**src/rtl/mdu_pkg.sv**
```systemverilog
// mdu_pkg: shared definitions for the multiply/divide unit.
//   - op encodings (OP_MULTU, OP_MULT, OP_DIVU, OP_DIV)
//   - FSM state enum (IDLE, RUN, FIX)
//   - default operand width
//   - small op-decoding helpers
// Optional feature macro used by the unit: MDU_DIV_EN (divider datapath).
package mdu_pkg;

  localparam int W_DEFAULT = 32;

  typedef enum logic [1:0] {
    OP_MULTU = 2'b00,
    OP_MULT  = 2'b01,
    OP_DIVU  = 2'b10,
    OP_DIV   = 2'b11
  } mdu_op_e;

  typedef enum logic [1:0] {
    IDLE = 2'd0,
    RUN  = 2'd1,
    FIX  = 2'd2
  } mdu_state_e;

  // op[1] selects divide, op[0] selects signed arithmetic.
  function automatic logic op_is_div(input logic [1:0] op);
    return op[1];
  endfunction

  function automatic logic op_is_signed(input logic [1:0] op);
    return op[0];
  endfunction

endpackage

```
**src/rtl/mdu_if.sv**
```systemverilog
// mdu_if: start/busy/done handshake and operand/result bus of the MDU.
//   master (control unit): drives start, op, rs_val, rt_val.
//   slave  (mdu)         : drives busy, done, err, hi, lo, state (debug view).
//
// Handshake: start is sampled only while the unit is IDLE, and op/rs_val/
// rt_val are read only in that same cycle. busy is high while an operation
// is in flight; done is a one-cycle pulse in which hi/lo/err are valid.
// start while busy is dropped (no queuing); start in the done cycle is taken.
interface mdu_if #(
  parameter int W = mdu_pkg::W_DEFAULT
);
  import mdu_pkg::*;

  logic             start;
  logic [1:0]       op;
  logic [W-1:0]     rs_val;
  logic [W-1:0]     rt_val;
  logic             busy;
  logic             done;
  logic             err;
  logic [W-1:0]     hi;
  logic [W-1:0]     lo;
  mdu_state_e       state;

  modport master (
    output start, op, rs_val, rt_val,
    input  busy, done, err, hi, lo, state
  );

  modport slave (
    input  start, op, rs_val, rt_val,
    output busy, done, err, hi, lo, state
  );

endinterface

```
**src/rtl/mdu_div_core.sv**
```systemverilog
// mdu_div_core: one restoring-divide iteration on unsigned magnitudes.
//   rem      in  W  partial remainder (always < divisor)
//   quo      in  W  dividend bits still to shift in / quotient bits so far
//   divisor  in  W  divisor magnitude (non-zero)
//   rem_next out W  updated partial remainder
//   quo_next out W  quo shifted left with the new quotient bit in bit 0
// Only instantiated when MDU_DIV_EN is defined.
module mdu_div_core #(
  parameter int W = 32
) (
  input  logic [W-1:0] rem,
  input  logic [W-1:0] quo,
  input  logic [W-1:0] divisor,
  output logic [W-1:0] rem_next,
  output logic [W-1:0] quo_next
);

  logic [W:0]   shifted;
  logic [W-1:0] diff;
  logic         fits;

  assign shifted = {rem, quo[W-1]};
  assign fits    = (shifted >= {1'b0, divisor});
  // When the divisor fits, the true difference is below the divisor, so the
  // low W bits of a W-bit subtraction are exact.
  assign diff    = shifted[W-1:0] - divisor;

  assign rem_next = fits ? diff : shifted[W-1:0];
  assign quo_next = {quo[W-2:0], fits};

endmodule

```
**src/rtl/mdu.sv**
```systemverilog
// mdu: iterative multiply / restoring divide unit with HI/LO result regs.
//   clk  in  clock, rising edge
//   rst  in  synchronous active-high reset
//   bus  mdu_if.slave: start/op/rs_val/rt_val in; busy/done/err/hi/lo/state out
// Latency: W+1 cycles for a normal op, 1 cycle for divide-by-zero.
// Build option: MDU_DIV_EN compiles in the divider; without it DIVU/DIV
// complete in one cycle with err=1 and hi/lo unchanged.
module mdu
  import mdu_pkg::*;
#(
  parameter int W = W_DEFAULT
) (
  input logic  clk,
  input logic  rst,
  mdu_if.slave bus
);

  localparam int CW = $clog2(W);

  mdu_state_e    state;
  logic [CW-1:0] count;
  logic [W-1:0]  m;        // multiplicand (mul) or divisor (div) magnitude
  logic [2*W:0]  p;        // mul: {acc_hi, multiplier}; div: {rem, quotient}
  logic          neg_res;  // negate product / quotient in FIX
  logic          err_pend;
  logic          busy_r, done_r, err_r;
  logic [W-1:0]  hi_r, lo_r;

  // Operand magnitudes; W bits hold 2^(W-1) exactly as an unsigned value.
  logic         sgn;
  logic [W-1:0] rs_mag, rt_mag;
  assign sgn    = op_is_signed(bus.op);
  assign rs_mag = (sgn && bus.rs_val[W-1]) ? -bus.rs_val : bus.rs_val;
  assign rt_mag = (sgn && bus.rt_val[W-1]) ? -bus.rt_val : bus.rt_val;

  // Shift-add step: add multiplicand to the upper half when the current
  // multiplier bit is set, then shift the whole accumulator right.
  logic [W:0]   mul_sum;
  logic [2*W:0] mul_next;
  logic [2*W-1:0] prod_fix;
  assign mul_sum  = p[2*W:W] + {1'b0, (p[0] ? m : '0)};
  assign mul_next = {1'b0, mul_sum, p[W-1:1]};
  assign prod_fix = neg_res ? -p[2*W-1:0] : p[2*W-1:0];

`ifdef MDU_DIV_EN
  logic         div_r;
  logic         neg_r;     // remainder follows the dividend's sign
  logic [W-1:0] div_rem, div_quo;
  logic [W-1:0] quo_fix, rem_fix;

  mdu_div_core #(.W(W)) u_div_core (
    .rem      (p[2*W-1:W]),
    .quo      (p[W-1:0]),
    .divisor  (m),
    .rem_next (div_rem),
    .quo_next (div_quo)
  );

  assign quo_fix = neg_res ? -p[W-1:0] : p[W-1:0];
  assign rem_fix = neg_r ? -p[2*W-1:W] : p[2*W-1:W];
`endif

  always_ff @(posedge clk) begin
    if (rst) begin
      state    <= IDLE;
      count    <= '0;
      m        <= '0;
      p        <= '0;
      neg_res  <= 1'b0;
      err_pend <= 1'b0;
      busy_r   <= 1'b0;
      done_r   <= 1'b0;
      err_r    <= 1'b0;
      hi_r     <= '0;
      lo_r     <= '0;
`ifdef MDU_DIV_EN
      div_r    <= 1'b0;
      neg_r    <= 1'b0;
`endif
    end else begin
      done_r <= 1'b0;
      err_r  <= 1'b0;
      case (state)
        IDLE: begin
          if (bus.start) begin
            count    <= '0;
            err_pend <= 1'b0;
            if (op_is_div(bus.op)) begin
`ifdef MDU_DIV_EN
              div_r   <= 1'b1;
              neg_res <= sgn && (bus.rs_val[W-1] ^ bus.rt_val[W-1]);
              neg_r   <= sgn && bus.rs_val[W-1];
              m       <= rt_mag;
              p       <= {{(W+1){1'b0}}, rs_mag};
              if (bus.rt_val == '0) begin
                err_pend <= 1'b1;
                state    <= FIX;
              end else begin
                state    <= RUN;
              end
`else
              // No divider in this build: report as an error in one cycle.
              err_pend <= 1'b1;
              state    <= FIX;
`endif
            end else begin
`ifdef MDU_DIV_EN
              div_r   <= 1'b0;
`endif
              neg_res <= sgn && (bus.rs_val[W-1] ^ bus.rt_val[W-1]);
              m       <= rs_mag;
              p       <= {{(W+1){1'b0}}, rt_mag};
              state   <= RUN;
            end
          end
        end
        RUN: begin
          busy_r <= 1'b1;
          count  <= count + CW'(1);
`ifdef MDU_DIV_EN
          if (div_r) p <= {1'b0, div_rem, div_quo};
          else
`endif
          p <= mul_next;
          if (count == CW'(W - 1)) state <= FIX;
        end
        FIX: begin
          state  <= IDLE;
          busy_r <= 1'b0;
          done_r <= 1'b1;
          if (err_pend) begin
            err_r <= 1'b1;
          end
`ifdef MDU_DIV_EN
          else if (div_r) begin
            hi_r <= rem_fix;
            lo_r <= quo_fix;
          end
`endif
          else begin
            hi_r <= prod_fix[2*W-1:W];
            lo_r <= prod_fix[W-1:0];
          end
        end
        default: state <= IDLE;
      endcase
    end
  end

  assign bus.busy  = busy_r;
  assign bus.done  = done_r;
  assign bus.err   = err_r;
  assign bus.hi    = hi_r;
  assign bus.lo    = lo_r;
  assign bus.state = state;

endmodule

```
**src/flat_wrapper.sv**
```systemverilog
// flat-port wrapper written by rule: the top's interface ports become plain ports
module mdu_flat import mdu_pkg::*;
#(
  parameter int W = W_DEFAULT
)
  (clk, rst, bus_start, bus_op, bus_rs_val, bus_rt_val, bus_busy, bus_done, bus_err, bus_hi, bus_lo, bus_state);
  mdu_if #(.W(W)) bus_i ();
  input logic clk;
  input logic rst;
  input wire logic [$bits(bus_i.start)-1:0] bus_start;
  input wire logic [$bits(bus_i.op)-1:0] bus_op;
  input wire logic [$bits(bus_i.rs_val)-1:0] bus_rs_val;
  input wire logic [$bits(bus_i.rt_val)-1:0] bus_rt_val;
  output wire logic [$bits(bus_i.busy)-1:0] bus_busy;
  output wire logic [$bits(bus_i.done)-1:0] bus_done;
  output wire logic [$bits(bus_i.err)-1:0] bus_err;
  output wire logic [$bits(bus_i.hi)-1:0] bus_hi;
  output wire logic [$bits(bus_i.lo)-1:0] bus_lo;
  output wire logic [$bits(bus_i.state)-1:0] bus_state;
  assign bus_i.start = bus_start;
  assign bus_i.op = bus_op;
  assign bus_i.rs_val = bus_rs_val;
  assign bus_i.rt_val = bus_rt_val;
  assign bus_busy = bus_i.busy;
  assign bus_done = bus_i.done;
  assign bus_err = bus_i.err;
  assign bus_hi = bus_i.hi;
  assign bus_lo = bus_i.lo;
  assign bus_state = bus_i.state;
  mdu #(.W(W)) u_core (.clk(clk), .rst(rst), .bus(bus_i));
endmodule
```
**config.mk**
```make
export PLATFORM = sky130hd
export DESIGN_NAME = mdu_flat
export DESIGN_NICKNAME = d
export VERILOG_FILES = /design/src/rtl/mdu_pkg.sv /design/src/rtl/mdu_if.sv /design/src/rtl/mdu_div_core.sv /design/src/rtl/mdu.sv /design/src/flat_wrapper.sv
export SDC_FILE = /design/constraint.sdc
export NUM_CORES = 1
export LEC_CHECK = 0
export CORE_MARGIN = 2
export CORE_UTILIZATION = 55
export CTS_BUF_LIST = sky130_fd_sc_hd__clkbuf_16
export DETAILED_ROUTE_END_ITERATION = 8
export MAX_ROUTING_LAYER = met4
export PLACE_DENSITY = 0.85
export SYNTH_ARGS = -nofsm -noshare
export SYNTH_HDL_FRONTEND = slang
export SYNTH_SLANG_ARGS = --single-unit
```
**constraint.sdc**
```tcl
create_clock -name clk -period 7.02 [get_ports clk]
set_clock_uncertainty 0.1 [all_clocks]
set_input_delay 0.702 -clock clk [delete_from_list [all_inputs] [get_ports clk]]
set_output_delay 0.702 -clock clk [all_outputs]
set_load 0.05 [all_outputs]
```
# After elaboration in Yosys (flattened, before gate mapping)
# Cells that the tools add are included.
totals:
  regBits: 173
  inputBits: 69
  output_inout_bits: 69
  word_cells: 56
op_classes:
  n_addsub: 5
  n_eq_ne: 6
  n_mux: 17
  bitwise: 4
  reduce_logical: 13
op_table:
  columns: ["op", "n"]
  rows:
  - ["$mux W65", 2]
  - ["$pmux W65 S2", 1]
  - ["$mux W32", 3]
  - ["$mux W64", 1]
  - ["$neg A32 Y32", 2]
  - ["$neg A64 Y64", 1]
  - ["$add A33 B32 Y33", 1]
  - ["$pmux W5 S2", 1]
  - ["$reduce_and A2 Y1", 4]
  - ["$mux W2", 3]
  - ["$reduce_and A3 Y1", 2]
  - ["$add A5 B1 Y5 const B", 1]
  - ["$eq A5 B5 Y1 const B", 1]
  - ["$mux W5", 1]
  - ["$ne A2 B2 Y1 const B", 2]
  - ["$pmux W2 S2", 1]
  - ["$reduce_bool A2 Y1", 2]
  - ["$logic_and A1 B1 Y1", 3]
  - ["$mux W1", 3]
  - ["$not A1 Y1", 3]
  - ["$eq A2 B1 Y1 const B", 1]
  - ["$eq A2 B2 Y1 const B", 1]
  - ["$logic_not A2 Y1", 1]
  - ["$ne A2 B1 Y1 const B", 1]
  - ["other kinds (3)", 3]

# Logic depth before layout (Yosys ltp)
# Gate-level depths: netlist of run 1.
logic_depth:
  depth_word: 5
  depth_mapped: 15
  mapped_depth_nobuf: 13

# Worst setup path before layout of run 1
# OpenSTA, ideal clock, no wires.
synth_timing:
  path_type: "register to register"
  startpoint: "register u_core.p[0]"
  endpoint: "register u_core.p[59]"
  setup_time_ns: 0.117
  arrival_time_ns: 3.149
  t_required_ns: 6.803
  slack_ns: 3.654
  path_stages_with_launch: 14
  n_path_buf: 2
  period_less_slack_ns: 3.366
  path_cell_list: "dfxtp_1 clkbuf_1 clkbuf_1 and2_1 ha_1 a2111oi_0 o21ai_0 a31o_2 a41oi_1 o21ai_0 a221oi_1 o21ai_0 xor2_1 a22o_1"
synth_via:
  elab_chain_cells: 3
synth_rtl:
  columns: ["item", "line_no", "rtl"]
  rows:
  - ["start: declaration", "mdu.sv:23", "logic [2*W:0] p;"]
  - ["start signal: assignment", "mdu.sv:112", "p <= {{(W+1){1'b0}}, rt_mag};"]
  - ["start signal: assignment", "mdu.sv:124", "p <= mul_next;"]
  - ["$mux W32", "mdu.sv:41", "assign mul_sum = p[2*W:W] + {1'b0, (p[0] ? m : '0)};"]
  - ["$add A33 B32 Y33", "mdu.sv:41", null]
  - ["$pmux W65 S2", "mdu.sv:83", "case (state)"]
# No other way between the ends.
# A chain may end at the register's enable or synchronous reset.

# Final worst setup path of run 1
# Same ends and word-level chain as after synthesis.

==> results of run 1 <==
placed cells by master (no fill, tap or decap), types with 7 or more instances in the layout:
cell             instances
nand2_1                158
o31ai_1                 28
or4_1                   14
clkbuf_16               17
nand3_1                 31
o21ai_0                 91
and3_1                   7
nor2_1                 135
nor4_1                  10
nand2b_1                10
clkdlybuf4s50_1        136
xor2_1                  94
o41ai_1                 12
a21oi_1                 77
ha_1                    40
or3_1                   16
a31oi_1                 18
a21o_1                  16
xnor2_1                 50
a22oi_1                 13
nor3_1                  16
inv_1                   31
and2_1                  37
a211oi_1                66
dfxtp_1                171
buf_4                   11
a22o_1                  17
power groups by stage:
stage               clock (W)  sequential, W  combinational [W]
finish               0.000974        0.00110           0.000589
global route          0.00102        0.00111           0.000641
CTS                  0.000980        0.00110           0.000586
detailed placement          0        0.00112           0.000581
global placement            0        0.00112           0.000571
floorplan                   0        0.00120           0.000310
kinds of logic after synthesis:
kind of cell | count (synthesis) | share of synthesized area
simple gates | 460 | 0.208
buf+inv | 102 | 0.0377
mux | 3 | 0.00290
xor+xnor | 144 | 0.122
fa+ha+maj | 41 | 0.0503
compound gates | 385 | 0.246
flops | 172 | 0.333
stage by stage:
step | setup WS, ns | util | area (µm²) | hold slack [ns] | std cells
after CTS | 2.91 | 0.669 | 12400 | 0.361 | 1649
after floorplan | 3.65 | - | 10400 | 0.332 | 1307
after global routing | 2.54 | 0.669 | 12400 | 0.380 | 1649
after global placement | 3.07 | 0.637 | 11800 | 0.337 | 1617
after detailed placement | 2.96 | 0.637 | 11800 | 0.347 | 1617
final | 2.82 | 0.669 | 12400 | 0.354 | 1649
state kept, by name, indices dropped and copies added (netlist names):
name              count
u_core.p             64
u_core.bus.hi        32
u_core.bus.lo        32
u_core.m             32
u_core.count          5
u_core.bus.state      2
u_core.bus.busy       1
u_core.bus.done       1
u_core.bus.err        1
u_core.err_pend       1
u_core.neg_res        1
final cells by class:
type                    count  area [µm²]  share of cell area
multi-input cells        1033        6540               0.526
flip-flops and latches    172        3440               0.277
repair buffers            147        1440               0.116
inverters                  31         116             0.00936
well taps                 234         293              0.0236
clock buffers              17         425              0.0342
clock inverters            15         171              0.0138
worst max-delay path: stages (launching register included):
cell       delay [ns]
dfxtp_1          0.96
and2_1           0.26
ha_1             0.27
a2111oi_0        0.44
o21ai_0          0.16
a31o_2           0.25
a41oi_1          0.36
o21ai_0          0.29
a221oi_1         0.45
o21ai_0          0.18
xor2_1           0.17
a22o_1           0.20
layer usage:
layer	part of all wire	track usage	routed length, µm	vias up
li1	-	-	-	4896
met1	0.47	0.404	12800	4560
met2	0.44	0.420	12000	401
met3	0.075	0.0435	2050	45
met4	0.018	0.0816	478	0
met5	0	-	0	-
worst max-delay path by stage:
stage	slack, ns	cells after the start	end	from
2_1_floorplan	3.65	13	u_core.p[59]$_SDFFE_PP0P_	u_core.p[0]$_SDFFE_PP0P_
3_3_place_gp	3.07	11	u_core.p[59]$_SDFFE_PP0P_	u_core.p[0]$_SDFFE_PP0P_
3_5_place_dp	2.96	11	u_core.p[59]$_SDFFE_PP0P_	u_core.p[0]$_SDFFE_PP0P_
4_1_cts	2.91	11	u_core.p[59]$_SDFFE_PP0P_	u_core.p[0]$_SDFFE_PP0P_
5_1_grt	2.54	13	u_core.p[61]$_SDFFE_PP0P_	u_core.p[0]$_SDFFE_PP0P_
6_report	2.82	11	u_core.p[59]$_SDFFE_PP0P_	u_core.p[0]$_SDFFE_PP0P_
==> impl_results.md, run 1 <==
* Switch share at 0.329
* DRC viols at 0
* Reg-to-reg setup timing slack at 2.82 ns
* DRT iter0 DRCs at 868
* Gate Count Post-Synth at 1307
* Cell type with the largest total area after synthesis: dfxtp_1
* CTS tree: built
* Top cells by area, synth: dfxtp_1 (33%), xor2_1 (8.0%), nand2_1 (5.7%)
* Share of post-route cells with drive strength above 1 at 0.0431
* Cell Area, Synth at 10400 µm²
* Antenna cells at 0
* Crit Path Category: reg -> reg
* Row cnt at 50
* FILL cells at 1521
* MaxCap Viol Count at 0
* Endpoint, Worst Hold: u_core.bus.hi[6]$_SDFFE_PP0P_
* Clk sinks at 172
* Core Region at 18600 µm²
* Postcts setup bufs at 0
* Share of the synthesized area in the top cell type at 0.333
* Critical path required time at 7.26 ns
* Die Span Y at 141 µm
* Wire per inst at 16.6 µm
* Num CTS Buffers at 17
* Async set or reset register ratio after synthesis at 0
* Setup tns final at 0 ns
* Pwr Total at 0.00266 W
* Number of synthesized flops with an enable pin at 0
* Main flop type after synthesis: dfxtp_1
* Worst hold-check path type: reg -> reg
* Total global-route track usage at 0.284
* Post-detail-place hpwl at 20100 µm
* Post-cts sizing count at 0
* Static Leak at 4.72 nW
* Slew Limit Fails at 0
* Synth warnings at 0
* Syn_nets at 1417
* R2r startpoint: u_core.p[0]$_SDFFE_PP0P_
* Worst-path fanout max at 37
* Sequential share of the synthesized area at 0.333
* Clock period minus worst slack at 4.20 ns
* H-tree depth at 4
* Cts hold-fix bufs at 0
* Via/cell ratio at 6.00
* Psw at 0.000876 W
* Gate power share at 0.221
* HP Start: u_core.bus.hi[6]$_SDFFE_PP0P_
* Most numerous cell in the Yosys netlist: dfxtp_1
* Syn-to-layout area delta at 20.1%
* Fin nets at 1512
* Port Buffers at 137
* RR Endpoint: u_core.p[59]$_SDFFE_PP0P_
* Top post-synthesis cells by count: dfxtp_1 (172), nand2_1 (158), nor2_1 (136), xor2_1 (94), o21ai_0 (91)
* Crit share post-route at 0.598
* Cell Int Power at 0.00179 W
* Clock latency on the worst-skew pair at 0.45 ns
* CP Launch Type: register
* Clock-pin slew on the worst setup and hold paths at 0.07 ns
* Largest net degree at the start of global routing at 87
* Vias in the first global route at 8971
* Worst rel slew slack at 0.271
* Maximum clock rate at 0.238 GHz
* Root Buffer: clkbuf_16
* Worst R2R Path Depth at 11
* 1st-pass router iterations at 6
* WL final at 27300 µm
* Max VDD drop at 0.181 mV
* Clock group share of total power at 0.366
* Mean post-synth cell area at 7.92 µm²
* Antenna violations before repair at 0
* Netlist cell types at 59
* Final hold vios at 0
* WHS Path Cells at 2
* I/O pin cnt at 138
* Yosys reg bits at 172
* Routability cong. at 0.936
* Antenna viol nets, final at 0
* Global route overflow at 0
* Die area at 19900 µm²
* First-pass GRT wire length at 45000 µm
* Tightest Pin Transition at 1.09 ns
* Initial core utilization at 0.557
* CP endpoint kind: register
* Unrepaired setup endpoints after global routing: no
* WP data arrival at 4.44 ns
* Sequential Power Share at 0.413
* Status: complete, no violations
* Setup violators final at 0
* Die width at 141 µm
* Clk buf depth at 2
* Pwr per Cell Area at 214 nW/µm²
* Vias at 9902
No activity file was read; power rests on OpenSTA's default activity.
==> inputs of run 2 (changes only) <==
--- a/config.mk
+++ b/config.mk
@@ -6,11 +6,11 @@
 export NUM_CORES = 1
 export LEC_CHECK = 0
 export CORE_MARGIN = 2
-export CORE_UTILIZATION = 55
+export CORE_UTILIZATION = 51
 export CTS_BUF_LIST = sky130_fd_sc_hd__clkbuf_16
 export DETAILED_ROUTE_END_ITERATION = 8
 export MAX_ROUTING_LAYER = met4
-export PLACE_DENSITY = 0.85
+export PLACE_DENSITY = 0.83
 export SYNTH_ARGS = -nofsm -noshare
 export SYNTH_HDL_FRONTEND = slang
 export SYNTH_SLANG_ARGS = --single-unit
==> constraint.sdc (replaced) <==
create_clock -name clk -period 3.61 [get_ports clk]
set_clock_uncertainty 0.1 [all_clocks]
set_input_delay 0.361 -clock clk [delete_from_list [all_inputs] [get_ports clk]]
set_output_delay 0.361 -clock clk [all_outputs]
set_load 0.05 [all_outputs]
==> run 2 against run 1 <==
Fmax is 27% higher. Largest cell class unchanged. Register-to-register slack worse by 2.5 ns. Cell area is 1.6% higher. Critical endpoint is now u_core.bus.hi[27]$_SDFFE_PP0P_.
==> impl_results.md, run 2 (synthesis results as in run 1) <==
* Syn-to-layout area delta at 22.0% (was 20.1%)
* Global route overflow at 0 (unchanged)
* Core Region at 20100 µm² (was 18600 µm²)
* Status: complete, no violations (unchanged)
* Most common cell after layout, fill and taps aside: dfxtp_1 (unchanged)
* Worst rel slew slack at 0.282 (was 0.271)
* Slew Limit Fails at 0 (unchanged)
* Met2 Resource Use GR at 0.377 (was 0.420)
* M1 GR Usage at 0.374 (was 0.404)
* Static Leak at 4.82 nW (was 4.72 nW)
* Antenna violations before repair at 0 (unchanged)
* Vias at 9936 (was 9902)
* Final hold vios at 0 (unchanged)
* Crit-path cells: or4_1 -> nor4_4 -> nand3_1 -> or4_4 -> or4_4 -> o31ai_2 -> xor2_1 -> a211oi_1 (was and2_1 -> ha_1 -> a2111oi_0 -> o21ai_0 -> a31o_2 -> a41oi_1 -> o21ai_0 -> a221oi_1 -> o21ai_0 -> xor2_1 -> a22o_1)
* Busiest grt layer: met2 (unchanged)
* Clock latency on the worst-skew pair at 0.44 ns (was 0.45 ns)
* Clock period minus worst slack at 3.31 ns (was 4.20 ns)
* Vias in the first global route at 9116 (was 8971)
* Maximum clock rate at 0.303 GHz (was 0.238 GHz)
* Pre-CTS WS at 0.325 ns (was 2.96 ns)
* Routability cong. at 0.954 (was 0.936)
* CP endpoint kind: register (unchanged)
* First-pass GRT wire length at 45000 µm (about the same)
* CP max stage cell: or4_1 (was dfxtp_1)
* Die area at 21500 µm² (was 19900 µm²)
* Pwr per Cell Area at 405 nW/µm² (was 214 nW/µm²)
* Die Span Y at 146 µm (was 141 µm)
* Crit Path Category: reg -> reg (unchanged)
* Worst hold-check path type: in -> reg (was reg -> reg)
* CTS tree: built (unchanged)
* Clk buf depth at 2 (unchanged)
* WP data arrival at 3.56 ns (was 4.44 ns)
* Setup violators final at 0 (unchanged)
* Cts hold-fix bufs at 0 (unchanged)
* Setup tns final at 0 ns (unchanged)
* Clk sinks at 172 (unchanged)
* MaxCap Viol Count at 0 (unchanged)
* Num CTS Buffers at 17 (unchanged)
* H-tree depth at 4 (unchanged)
* CP max stage delay at 0.64 ns (was 0.96 ns)
* Via/cell ratio at 5.82 (was 6.00)
* Delay-heaviest family, CP: simple AND/OR/NAND/NOR gates (was compound AO/OA/AOI/OAI gates)
* Post-cts sizing count at 0 (unchanged)
* Antenna cells at 0 (unchanged)
* Tightest Pin Transition at 1.08 ns (was 1.09 ns)
* FILL cells at 1698 (was 1521)
* Largest net degree at the start of global routing at 70 (was 87)
* Initial core utilization at 0.515 (was 0.557)
* Antenna viol nets, final at 0 (unchanged)
* Fin nets at 1533 (was 1512)
* Row cnt at 52 (was 50)
* Critical path required time at 3.87 ns (was 7.26 ns)
* Sequential Area at 3440 µm² (unchanged)
* Unrepaired setup endpoints after global routing: no (unchanged)
* Max reg flops at 64 (unchanged)
* 1st-pass router iterations at 5 (was 6)
* DRT iter0 DRCs at 806 (was 868)
* Post-detail-place hpwl at 20600 µm (was 20100 µm)
* Port Buffers at 137 (unchanged)
* Total global-route track usage at 0.263 (was 0.284)
* Multi-input gate area at 6540 µm² (about the same)
* Largest Register: u_core.p (unchanged)
* CP Launch Type: register (unchanged)
* Max VDD drop at 0.353 mV (was 0.181 mV)
* Routing usage on met3 at 0.0534 (was 0.0435)
* Worst-path fanout max at 7 (was 37)
* CP bufs+invs at 0 (unchanged)
* Crit path top cell by count: or4_4 (was o21ai_0)
* Postcts setup bufs at 0 (unchanged)
* Share of post-route cells with drive strength above 1 at 0.0571 (was 0.0431)
* Die width at 146 µm (was 141 µm)
* WL final at 27300 µm (about the same)
* Clock-pin slew on the worst setup and hold paths at 0.07 ns (about the same)
* Commonest non-fill, non-tap cells in the layout: dfxtp_1 (171), nand2_1 (158), clkdlybuf4s50_1 (136), nor2_1 (135), xor2_1 (94) (unchanged)
* Crit share post-route at 0.916 (was 0.598)
* I/O pin cnt at 138 (unchanged)
* Wire per inst at 16.0 µm (was 16.6 µm)
* Final setup margin at 0.304 ns (was 2.82 ns)
* Root Buffer: clkbuf_16 (unchanged)
* DRC viols at 0 (unchanged)
## run 2: cell count changes in the layout (fill, tap and decap cells not counted), sizes merged
cell | previous run | this run
buf | 11 | 32
bufinv | 2 | 0
clkinv | 2 | 5
inv | 40 | 39
## run 2: power breakdown
group	total, W	leakage, nW	switching [W]	internal [W]
Sequential	0.00212	1.40	0.000105	0.00202
Combinational	0.00118	3.13	0.000748	0.000429
Clock	0.00182	0.284	0.000892	0.000930
Total	0.00512	4.82	0.00174	0.00337
## run 2: path summary, 6_finish.rpt
path | startpoint | to | slack, ns | cells after the start
setup / recovery | u_core.p[9]$_SDFFE_PP0P_ | u_core.bus.hi[27]$_SDFFE_PP0P_ | 0.30 | 8
hold / removal | rst | u_core.p[38]$_SDFFE_PP0P_ | 0.20 | 2
hold reg to reg | u_core.bus.hi[30]$_SDFFE_PP0P_ | u_core.bus.hi[30]$_SDFFE_PP0P_ | 0.35 | 2
setup reg to reg | u_core.p[9]$_SDFFE_PP0P_ | u_core.bus.hi[27]$_SDFFE_PP0P_ | 0.30 | 8
## run 2: area by class of cell
type | instances | share of cell area
clock buffer | 17 | 0.0337
clock inverter | 15 | 0.0134
inverter | 31 | 0.00921
multi-input combinational | 1033 | 0.518
sequential | 172 | 0.273
tap | 270 | 0.0267
timing repair buffer | 168 | 0.127
## run 2: metrics by stage
stage / power (W) / hold WS [ns] / instances / utilization / area (µm²)
3_3_place_gp: 0.00330 / 0.335 / 1674 / 0.599 / 12000
4_1_cts: 0.00514 / 0.176 / 1706 / 0.628 / 12600
2_1_floorplan: 0.00293 / 0.332 / 1307 / - / 10400
5_1_grt: 0.00534 / 0.205 / 1706 / 0.628 / 12600
6_report: 0.00512 / 0.201 / 1706 / 0.628 / 12600
3_5_place_dp: 0.00333 / 0.344 / 1674 / 0.599 / 12000
## run 2: routing by layer
layer,part of all wire,vias up
li1,-,4937
met1,0.47,4541
met2,0.43,419
met3,0.084,39
met4,0.015,0
met5,0,-
